$ cat config.mk
export PLATFORM = sky130hd
export DESIGN_NAME = tile_hit_judge
export DESIGN_NICKNAME = d
export VERILOG_FILES = /design/src/rtl/tile_game_pkg.sv /design/src/rtl/tile_hit_judge_btn_sync_edge.sv /design/src/rtl/tile_hit_judge.sv
export SDC_FILE = /design/constraint.sdc
export NUM_CORES = 1
export LEC_CHECK = 0
export CAP_MARGIN = 30
export CORE_AREA = 2 2 76 71
export CTS_CLUSTER_DIAMETER = 120
export DETAILED_ROUTE_END_ITERATION = 16
export DIE_AREA = 0 0 78 73
export GPL_TIMING_DRIVEN = 0
export PLACE_DENSITY = 0.71
export SETUP_SLACK_MARGIN = 0.1
export SKIP_CTS_REPAIR_TIMING = 1
export SLEW_MARGIN = 15
export SYNTH_ARGS = -nofsm -noshare
export SYNTH_HDL_FRONTEND = slang
export SYNTH_SLANG_ARGS = --single-unit
$ cat constraint.sdc
create_clock -name clk -period 7.2 [get_ports clk]
set_input_delay 1.44 -clock clk [delete_from_list [all_inputs] [get_ports clk]]
set_output_delay 1.44 -clock clk [all_outputs]
set_load 0.02 [all_outputs]
$ cat src/rtl/tile_game_pkg.sv
// Shared types and constants for the tile rhythm game lanes.
// Used by tile_hit_judge and btn_sync_edge.
package tile_game_pkg;

   localparam int unsigned SCORE_W     = 16;
   localparam int unsigned COUNT_W     = 8;
   localparam int unsigned COMBO_W     = 8;
   localparam int unsigned PTS_W       = 4;
   localparam int unsigned PTS_PERFECT = 3;
   localparam int unsigned PTS_GOOD    = 1;

   typedef enum logic [1:0] {
      GRADE_NONE    = 2'd0,
      GRADE_MISS    = 2'd1,
      GRADE_GOOD    = 2'd2,
      GRADE_PERFECT = 2'd3
   } grade_t;

   typedef enum logic [1:0] {
      ST_IDLE  = 2'd0,
      ST_ARMED = 2'd1,
      ST_DONE  = 2'd2
   } judge_state_t;

   // Final value the lane counter reaches before it stops; stop_at of 0 encodes 256.
   function automatic logic [COUNT_W-1:0] stop_last_f(input logic [COUNT_W-1:0] stop_at);
      return (stop_at == '0) ? {COUNT_W{1'b1}} : COUNT_W'(stop_at - COUNT_W'(1));
   endfunction

endpackage

$ cat src/rtl/tile_hit_judge_btn_sync_edge.sv
// Two-flop synchroniser for an asynchronous key plus a registered rising-edge pulse.
// btn_rise is high for one cycle, three clocks after a rise on btn_raw.
module btn_sync_edge
   import tile_game_pkg::*;
(
   input  logic clk,
   input  logic reset,
   input  logic btn_raw,
   output logic btn_rise
);

   logic sync1_q, sync1_d;
   logic sync2_q, sync2_d;
   logic prev_q,  prev_d;
   logic rise_q,  rise_d;

   always_comb begin
      sync1_d = btn_raw;
      sync2_d = sync1_q;
      prev_d  = sync2_q;
      rise_d  = sync2_q & ~prev_q;
   end

   always_ff @(posedge clk or posedge reset) begin
      if (reset) begin
         sync1_q <= 1'b0;
         sync2_q <= 1'b0;
         prev_q  <= 1'b0;
         rise_q  <= 1'b0;
      end else begin
         sync1_q <= sync1_d;
         sync2_q <= sync2_d;
         prev_q  <= prev_d;
         rise_q  <= rise_d;
      end
   end

   assign btn_rise = rise_q;

endmodule

$ cat src/rtl/tile_hit_judge.sv
// Per-lane hit judge: grades one key press per falling tile and keeps a saturating score.
// Optional combo tracking and point doubling: define TILE_HIT_JUDGE_COMBO_EN.
module tile_hit_judge
   import tile_game_pkg::*;
#(
   parameter logic [COUNT_W-1:0] TARGET      = 8'd200,
   parameter logic [COUNT_W-1:0] PERFECT_WIN = 8'd4,
   parameter logic [COUNT_W-1:0] GOOD_WIN    = 8'd12
`ifdef TILE_HIT_JUDGE_COMBO_EN
   ,
   parameter logic [COMBO_W-1:0] COMBO_THRESH = 8'd10
`endif
)(
   input  logic               clk,
   input  logic               reset,
   input  logic               tile_active,
   input  logic [COUNT_W-1:0] count,
   input  logic [COUNT_W-1:0] stop_at,
   input  logic               btn_raw,
   output logic               grade_valid,
   output logic [1:0]         grade,
   output logic [SCORE_W-1:0] score,
   output logic [COMBO_W-1:0] combo
);

   localparam int unsigned DIFF_W = COUNT_W + 1;
   localparam int unsigned SUM_W  = SCORE_W + 1;

   judge_state_t       state_q, state_d;
   grade_t             grade_q, grade_d;
   logic               grade_valid_q, grade_valid_d;
   logic [SCORE_W-1:0] score_q, score_d;

   logic               btn_rise;
   logic [COUNT_W-1:0] stop_last;
   logic [DIFF_W-1:0]  diff;
   grade_t             press_grade;
   logic [PTS_W-1:0]   pts;
   logic [SUM_W-1:0]   sum;

   btn_sync_edge u_btn_sync_edge (
      .clk      (clk),
      .reset    (reset),
      .btn_raw  (btn_raw),
      .btn_rise (btn_rise)
   );

   // Distance from the hit line, unsigned and without wrap.
   always_comb begin
      stop_last = stop_last_f(stop_at);
      if (count >= TARGET) diff = {1'b0, count} - {1'b0, TARGET};
      else                 diff = {1'b0, TARGET} - {1'b0, count};
      if (diff <= {1'b0, PERFECT_WIN})   press_grade = GRADE_PERFECT;
      else if (diff <= {1'b0, GOOD_WIN}) press_grade = GRADE_GOOD;
      else                               press_grade = GRADE_MISS;
   end

   // Judge FSM: a press beats expiry in the same cycle; dropping the tile aborts silently.
   always_comb begin
      state_d       = state_q;
      grade_d       = grade_q;
      grade_valid_d = 1'b0;
      case (state_q)
         ST_IDLE: begin
            if (tile_active) state_d = ST_ARMED;
         end
         ST_ARMED: begin
            if (!tile_active) begin
               state_d = ST_IDLE;
            end else if (btn_rise) begin
               grade_d       = press_grade;
               grade_valid_d = 1'b1;
               state_d       = ST_DONE;
            end else if (count == stop_last) begin
               grade_d       = GRADE_MISS;
               grade_valid_d = 1'b1;
               state_d       = ST_DONE;
            end
         end
         ST_DONE: begin
            if (!tile_active) state_d = ST_IDLE;
         end
         default: state_d = ST_IDLE;
      endcase
   end

`ifdef TILE_HIT_JUDGE_COMBO_EN
   logic [COMBO_W-1:0] combo_q, combo_d;
`endif

   // Points for the grade being registered; score clamps rather than wraps.
   always_comb begin
      score_d = score_q;
      case (grade_d)
         GRADE_PERFECT: pts = PTS_W'(PTS_PERFECT);
         GRADE_GOOD:    pts = PTS_W'(PTS_GOOD);
         default:       pts = '0;
      endcase
`ifdef TILE_HIT_JUDGE_COMBO_EN
      combo_d = combo_q;
      if (combo_q >= COMBO_THRESH) pts = pts << 1;
      if (grade_valid_d) begin
         if (grade_d == GRADE_MISS)         combo_d = '0;
         else if (combo_q != {COMBO_W{1'b1}}) combo_d = combo_q + COMBO_W'(1);
      end
`endif
      sum = {1'b0, score_q} + SUM_W'(pts);
      if (grade_valid_d) score_d = sum[SCORE_W] ? {SCORE_W{1'b1}} : sum[SCORE_W-1:0];
   end

   always_ff @(posedge clk or posedge reset) begin
      if (reset) begin
         state_q       <= ST_IDLE;
         grade_q       <= GRADE_NONE;
         grade_valid_q <= 1'b0;
         score_q       <= '0;
`ifdef TILE_HIT_JUDGE_COMBO_EN
         combo_q       <= '0;
`endif
      end else begin
         state_q       <= state_d;
         grade_q       <= grade_d;
         grade_valid_q <= grade_valid_d;
         score_q       <= score_d;
`ifdef TILE_HIT_JUDGE_COMBO_EN
         combo_q       <= combo_d;
`endif
      end
   end

   assign grade_valid = grade_valid_q;
   assign grade       = grade_q;
   assign score       = score_q;
`ifdef TILE_HIT_JUDGE_COMBO_EN
   assign combo       = combo_q;
`else
   assign combo       = '0;
`endif

endmodule

## After elaboration in Yosys (flattened, before gate mapping)

Cells that the tools add are included.

- Bits of input ports: 20
- Output and inout bits: 27
- Register bits after elaboration: 25

- Equal/unequal tests: 8
- $lt $le $gt $ge: 3
- Add/sub/neg operators: 4
- Bitwise gates (word level): 2
- Mux-type cells: 20
- Reductions and logical operators: 3

Operator list:

| cell | number |
|---|---|
| 2-bit 2-to-1 mux | 11 |
| 16-bit by 4-bit adder with 17-bit output | 1 |
| 16-bit 2-to-1 mux | 1 |
| 9-bit by 3-bit <= comparator with 1-bit output (second input constant) | 1 |
| 9-bit by 4-bit <= comparator with 1-bit output (second input constant) | 1 |
| 9-bit 2-to-1 mux | 1 |
| 8-bit by 8-bit subtractor with 9-bit output (first input constant) | 1 |
| 8-bit by 8-bit subtractor with 9-bit output (second input constant) | 1 |
| 8-bit equality test | 1 |
| 8-bit greater-or-equal comparator (second input constant) | 1 |
| 8-bit logical NOT | 1 |
| 8-bit 2-to-1 mux | 1 |
| 8-bit by 1-bit subtractor with 8-bit output (second input constant) | 1 |
| 2-bit equality test (second input constant) | 3 |
| 2-bit one-hot mux with 3 select lines | 1 |
| 1-bit 2-to-1 mux | 4 |
| 2-bit != test (second input constant) | 2 |
| 4-bit by 3-bit != test with 1-bit output (second input constant) | 1 |
| 2-bit one-hot mux with 2 select lines | 1 |
| 3-bit AND reduction | 1 |
| 2-bit by 1-bit equality test with 1-bit output (second input constant) | 1 |
| 2-bit logical NOT | 1 |
| 1-bit AND | 1 |
| 1-bit inverter | 1 |

## Longest topological paths before layout

Gate-level depths: netlist (run 1).

- Depth in word-level cells: 12
- Mapped depth: 19

## By module

Synthesis (run 1) repeated with hierarchy kept, for this count alone.

- Cells, all modules: 256
- Area, all modules: 2130.8 µm²

Modules (own cells, without submodules):

| module | times used | cells each | seq. area each (µm²) | area an instance (µm²) |
|---|---|---|---|---|
| tile_hit_judge | 1 | 250 | 525.5 | 2013.2 |
| btn_sync_edge | 1 | 6 | 100.1 | 117.6 |

## Worst setup path after synthesis (run 1)

No wires, ideal clock.

- Kind: in2reg
- Start point: input stop_at[3]
- End point: register score_q[8] (netlist: score[8])
- Slack: 2186 ps
- Data required time: 7072 ps
- Setup time: 128 ps
- Cell stages on the path: 17
- Arrival time: 4886 ps
- Cell sequence: clkbuf_1 -> nor4_1 -> o21ai_0 -> a2111o_1 -> o211ai_2 -> nor4_2 -> buf_4 -> buf_2 -> o21ai_0 -> ha_1 -> inv_1 -> fa_1 -> nor2_1 -> and3_1 -> clkbuf_1 -> nand4_1 -> mux2_1

RTL lines:

| item | line | text |
|---|---|---|
| from (decl) | tile_hit_judge.sv:18 | `input logic [COUNT_W-1:0] stop_at,` |
| 8-bit by 1-bit subtractor with 8-bit output or 8-bit logical NOT (tied branches) | tile_game_pkg.sv:27 | `return (stop_at == '0) ? {COUNT_W{1'b1}} : COUNT_W'(stop_at - COUNT_W'(1));` |
| 8-bit 2-to-1 mux (*) | tile_game_pkg.sv:27 |  |
| 8-bit equality test (*) | tile_hit_judge.sv:74 | `end else if (count == stop_last) begin` |
| 1-bit 2-to-1 mux (*) | tile_hit_judge.sv:74 |  |
| 1-bit 2-to-1 mux (*) | tile_hit_judge.sv:70 | `end else if (btn_rise) begin` |
| 1-bit 2-to-1 mux (*) | tile_hit_judge.sv:68 | `if (!tile_active) begin` |
| 1-bit 2-to-1 mux (*) | tile_hit_judge.sv:63 | `case (state_q)` |
| via grade_valid_d | tile_hit_judge.sv:31 | `logic grade_valid_q, grade_valid_d;` |
| to (signal assigned) | tile_hit_judge.sv:124 | `score_q <= score_d;` |
| to (decl) | tile_hit_judge.sv:32 | `logic [SCORE_W-1:0] score_q, score_d;` |

The timed path passes the listed nets; every way through them passes the cells marked *.
A chain may end at the register's enable or synchronous reset.

## Final worst setup path (run 1)

- Start point: input stop_at[0]
- End point: register score_q[8] (netlist: score[8])

Same word-level chain as after synthesis.

==> metrics.txt, run 1 <==
GRT Util Overall=17.8%; Initial Util=43.0%; pins over their slew limit=0; Clock Skews=0.0112 ns; Post-DP Area=between 0.002 and 0.003 mm^2; Core ar.=~0.005 mm^2; Root Buffer=clkbuf_8; Max Buffers Root-to-Sink=2; Pre-antenna DRT Iters=4; 1st-iter DRT viols=126; synthesis-to-layout area growth=24.7%; PortBufs=35; Post-synth EDFFs=0; Most used DFF post-synth=dfrtp_1; antenna cells=0; CP Class=in2reg; routed vias=between 2000 and 2500; most frequent cells in the layout=35 x clkdlybuf4s50_1, 25 x dfrtp_1, 23 x a21oi_1; total grt overflow=0; pre-CTS setup slack=0.958 ns; Hold Startpoint=u_btn_sync_edge.sync1_q; mean post-synth cell area=8.10 um^2; worst r2r src=u_btn_sync_edge.btn_rise; most common cell after layout, fill and taps aside=clkdlybuf4s50_1; setup TNS=0 ns; Peak Freq=166 MHz; Site Rows=25; post-route clock period utilization=83.8%; Synth area leader=dfrtp_1; post-layout instance area=0.00269 mm^2; Yosys Warn Count=0; wire length per cell=between 10 and 15 um; sequential share of the synthesized area=29.0%; GP Congestion=0.887; final hold vios=0; Final Total Pwr=0.000406 W; Hold Path Sink=u_btn_sync_edge.prev_d; reg2reg setup slack=3.56 ns; critical-path maximum fanout=10; Ports=47; clock net sink count=25; initial antenna violation count=0; vias in the first global route=~1800; Startpoint Class=primary input; NumNets Final=about 340; leakage=1.15 nW; status=finished clean; worst hold path class=reg2reg; CTS buffer count=3; CP Capture Type=flop; Worst EP required=7.35 ns; top-area cell type share of the netlist area=between 20 and 30%; Syn Inst Count=about 270; synth top area cells=dfrtp_1 29%, a21oi_1 5.3%, ha_1 4.6%; hold path cells=0; largest net degree at the start of global routing=20; reg2reg path depth=13; number of remaining DRC errors=0; fillcell total=about 500; MaxCap Viol Count=0; Die ar.=between 0.005 and 0.006 mm^2; via/cell ratio=5.66; final antenna-violating net count=0; worst flop-to-flop path endpoint=score[8]; Setup-failing EPs final=0; Die X=a little under 80 um; PwrDens=151 mW/mm^2; Post-Route WL=between 5 and 6 mm; Clock Latency Late Sink=between 0.2 and 0.3 ns; Distinct cells, synth=60; Worst slew margin=39.6%; CTS tree=built; slew at the pin closest to its max-slew limit=0.899 ns; post-synthesis register bit count=25; minimum clock period=6.03 ns; RSZ-0062 raised after global routing=no; fin worst setup slack=between 1 and 1.5 ns; CTS H-Tree Depth=1; clk slew on worst S/H paths=roughly 0.08 ns; Die Span Y=around 73 um; first-pass GRT wire length=around 8.4 mm; Worst EP arrival=6.18 ns; Cell Area, Synth=0.00215 mm^2; Async S/R FF share, synth=100%; fraction of layout cells with a size suffix above 1=under 10%; maximum VDD drop=0.0000989 V; DP Wirelength=3.98 mm
==> routing by layer <==
| metal | global-route usage, % | vias to the layer above | share of wire [%] |
|---|---|---|---|
| li1 | - | 1070 | - |
| met1 | 26.5 | 996 | 49 |
| met2 | 27.2 | 81 | 44 |
| met3 | 3.34 | 4 | 6.4 |
| met4 | 3.51 | 0 | 0.48 |
| met5 | 0 | - | 0 |
==> final cells by class <==
type	instances	area, um^2	share of cell area (%)
Multi-Input combinational cell	212	1380	51.4
Sequential cell	25	626	23.3
Timing Repair Buffer	36	378	14.1
Buffer	21	118	4.38
Tap cell	67	83.8	3.12
Inverter	15	56.3	2.09
Clock buffer	4	45.0	1.68
==> metrics by stage <==
step           hold slack (ns)  instances  util, %
4_1_cts                  0.358        380     53.7
5_1_grt                  0.361        380     53.7
2_1_floorplan            0.331        273        -
6_report                 0.355        380     53.7
3_5_place_dp             0.339        376     52.8
3_3_place_gp             0.335        375     52.3
==> state kept, by name, summed over array words and instances, names as in the netlist <==
signal and count:
score 16, grade 2, state_q 2, grade_valid 1, u_btn_sync_edge.btn_rise 1, u_btn_sync_edge.prev_d 1
u_btn_sync_edge.prev_q 1, u_btn_sync_edge.sync1_q 1
==> worst max path at each step <==
stage / start / endpoint
finish: stop_at[0] / score[8]
global route: count[0] / score[8]
CTS: stop_at[0] / score[8]
detailed placement: stop_at[0] / score[8]
global placement: count[0] / score[8]
floorplan: stop_at[3] / score[8]
==> power by group <==
group	leakage, nW	switching (W)	internal (W)
combinational	0.793	0.0000853	0.0000722
sequential	0.331	0.0000117	0.000153
clock	0.0228	0.0000436	0.0000396
total	1.15	0.000141	0.000265
==> cell families (layout without fill, tap and decap cells) <==
| logic type | Yosys count | after routing | synth area share (%) |
|---|---|---|---|
| AOI/OAI and AO/OA | 78 | 78 | 24.3 |
| xor gates and xnor gates | 8 | 8 | 3.25 |
| adders and majority gates | 9 | 9 | 5.58 |
| buffers and inverters | 36 | 76 | 8.07 |
| DFF | 25 | 25 | 29.0 |
| muxes | 6 | 6 | 3.02 |
| other | 1 | 8 | 0.174 |
| and+or+nand+nor | 103 | 103 | 26.6 |
==> synthesized netlist by cell type, types with 2 or more instances <==
master    number
nand4_1        4
o21a_1         3
or3_1          3
nor4_1         7
nand3_1        9
buf_4         10
and2_1         5
a31oi_1       12
and3_1         8
nor3_1         8
nor2b_1        5
and4_1         2
o41ai_1        2
mux2i_1        2
dfrtp_1       25
a211oi_1       5
nand2_1       21
nand2b_1       6
ha_1           8
nor3b_1        4
xor2_1         5
mux2_1         3
o311ai_0       2
a21oi_1       23
inv_1         15
a311o_1        2
xnor2_1        3
o21ai_0        9
clkbuf_1      10
or2_2          2
nor2_1        12
a41oi_1        3
==> worst max-delay path: stages <==
cell and delay, ns:
clkdlybuf4s50_1 0.57, inv_1 0.13, ha_1 0.26, nor3b_1 0.18
and2_1 0.18, o311a_1 0.34, a311oi_1 0.44, nor4_2 0.10
buf_4 0.19, buf_2 0.18, o21ai_0 0.21, ha_1 0.20
inv_1 0.05, fa_1 0.38, nor2_1 0.20, and3_1 0.26
clkbuf_1 0.38, nand4_1 0.16, mux2_1 0.32
Note: power is estimated with default switching activity, not from simulation.
==> run 2, diff against run 1 <==
==> constraint.sdc (replaced) <==
create_clock -name clk -period 5.8 [get_ports clk]
set_input_delay 1.16 -clock clk [delete_from_list [all_inputs] [get_ports clk]]
set_output_delay 1.16 -clock clk [all_outputs]
set_load 0.02 [all_outputs]
==> run 2 against run 1 <==
Die area did not move; flip-flop and latch count did not move; critical path depth did not move; combinational power rose by 25%; first-iteration DRC count fell by 4.0%; clock-buffer cell count did not move; worst hold slack barely moved; highest routed layer unchanged.
==> metrics.txt, run 2 (same netlist as run 1, synthesis figures left out) <==
top cell family by delay on the critical path=buffers and inverters; pins over their slew limit=0; clock net sink count=25; largest net degree at the start of global routing=20; CTS buffer count=3; Die ar.=roughly 0.0057 mm^2; most common cell after layout, fill and taps aside=clkdlybuf4s50_1; worst path bufs/invs=6; slew at the pin closest to its max-slew limit=0.864 ns; fraction of layout cells with a size suffix above 1=8.63%; final core occ=54.1%; Ports=47; GP Congestion=0.887; synthesis-to-layout area growth=25.7%; leakage=1.16 nW; Root Buffer=clkbuf_8; first-pass GRT wire length=8.40 mm; slowest CP cell=clkdlybuf4s50_1; sequential power share=about 41%; GRT Util Overall=approximately 18%; Clock Skews=roughly 0.011 ns; number of remaining DRC errors=0; total grt overflow=0; status=finished clean; MaxCap Viol Count=0; 1st-iter DRT viols=121; worst hold path class=reg2reg; critical-path maximum fanout=10; CP cell instances=clkdlybuf4s50_1, inv_1, ha_1, nor3b_1, and2_1, o311a_1, a311oi_2, nor4_2, buf_4, buf_2, o21ai_0, ha_1, inv_1, fa_1, nor2_1, and3_1, clkbuf_2, nand4_1, mux2_1; Pre-antenna DRT Iters=4; fillcell total=a little over 500; PwrDens=187 mW/mm^2; internal power=0.000330 W; Max Buffers Root-to-Sink=2; PortBufs=35; Worst EP arrival=5.67 ns; P_sw=0.000175 W; Startpoint Class=primary input; Setup-failing EPs final=0; routed vias=2138; wire length per cell=13.9 um; Peak Freq=roughly 180 MHz; via/cell ratio=5.63; antenna cells=0; CP Class=in2reg; NumNets Final=343; fin worst setup slack=0.279 ns; Multi-input gate area=0.00140 mm^2; final antenna-violating net count=0; Clock Latency Late Sink=0.27 ns; hold slack final=0.355 ns; Reg area=approximately 630 um^2; Die X=78 um; CP Capture Type=flop; maximum VDD drop=0.000123 V; Worst EP required=slightly below 6 ns; initial antenna violation count=0; pre-CTS setup slack=-0.162 ns; Initial Util=~43%; CTS tree=built; Switching Share=34.7%; Site Rows=25; Core ar.=0.00500 mm^2; combinational power share=between 30% and 40%; clk slew on worst S/H paths=0.08 ns; vias in the first global route=1824; Clk pwr share=20.4%; CTS H-Tree Depth=1; Slowest Stage Delay on Critical Path=0.57 ns; Die Span Y=73 um; final hold vios=0; DP Wirelength=3.98 mm; most frequent cells in the layout=35 x clkdlybuf4s50_1, 25 x dfrtp_1, 23 x a21oi_1; RSZ-0062 raised after global routing=yes; Worst slew margin=a little over two fifths; minimum clock period=5.52 ns; post-route clock period utilization=95.2%; Post-Route WL=5.27 mm; max FFs per register=16
[run 2: power by group through the flow]
stage                     combinational, W  sequential [W]  clock, W
after floorplan                   0.000110        0.000224         0
after global placement            0.000190        0.000208         0
after detailed placement          0.000196        0.000209         0
after CTS                         0.000196        0.000205  0.000105
after global routing              0.000221        0.000209  0.000111
final                             0.000197        0.000205  0.000103
[run 2: final cells by class]
cell class	instances	share of cell area (%)
Multi-Input combinational cell	212	51.6
Sequential cell	25	23.1
Tap cell	67	3.10
Clock buffer	4	1.66
Inverter	15	2.08
Buffer	21	4.48
Timing Repair Buffer	36	14.0
[run 2: metrics by stage]
stage          area (um^2)  std cells  setup TNS, ns  power [W]
2_1_floorplan         2180        273              0   0.000334
4_1_cts               2690        380              0   0.000506
6_report              2710        380              0   0.000506
5_1_grt               2710        380              0   0.000540
3_3_place_gp          2620        375         -0.136   0.000399
3_5_place_dp          2640        376         -0.487   0.000404
[run 2: worst paths after layout]
kind                                     startpoint                endpoint  slack [ns]  cells past startpoint
hold reg to reg             u_btn_sync_edge.sync1_q  u_btn_sync_edge.prev_d        0.36                      0
setup / recovery                         stop_at[0]                score[8]        0.28                     19
min in group asynchronous                     reset              state_q[1]        1.16                      2
max in group asynchronous                     reset                score[9]        4.23                      3
hold / removal              u_btn_sync_edge.sync1_q  u_btn_sync_edge.prev_d        0.36                      0
setup reg to reg           u_btn_sync_edge.btn_rise                score[8]        2.32                     13
[run 2: per-layer routing]
| layer | vias to the layer above | track usage, % | wire, um |
|---|---|---|---|
| met2 | 67 | 27.2 | 2320 |
| met1 | 991 | 26.5 | 2610 |
| met5 | - | 0 | 0 |
| li1 | 1078 | - | - |
| met3 | 2 | 3.34 | 328 |
| met4 | 0 | 3.51 | 12 |
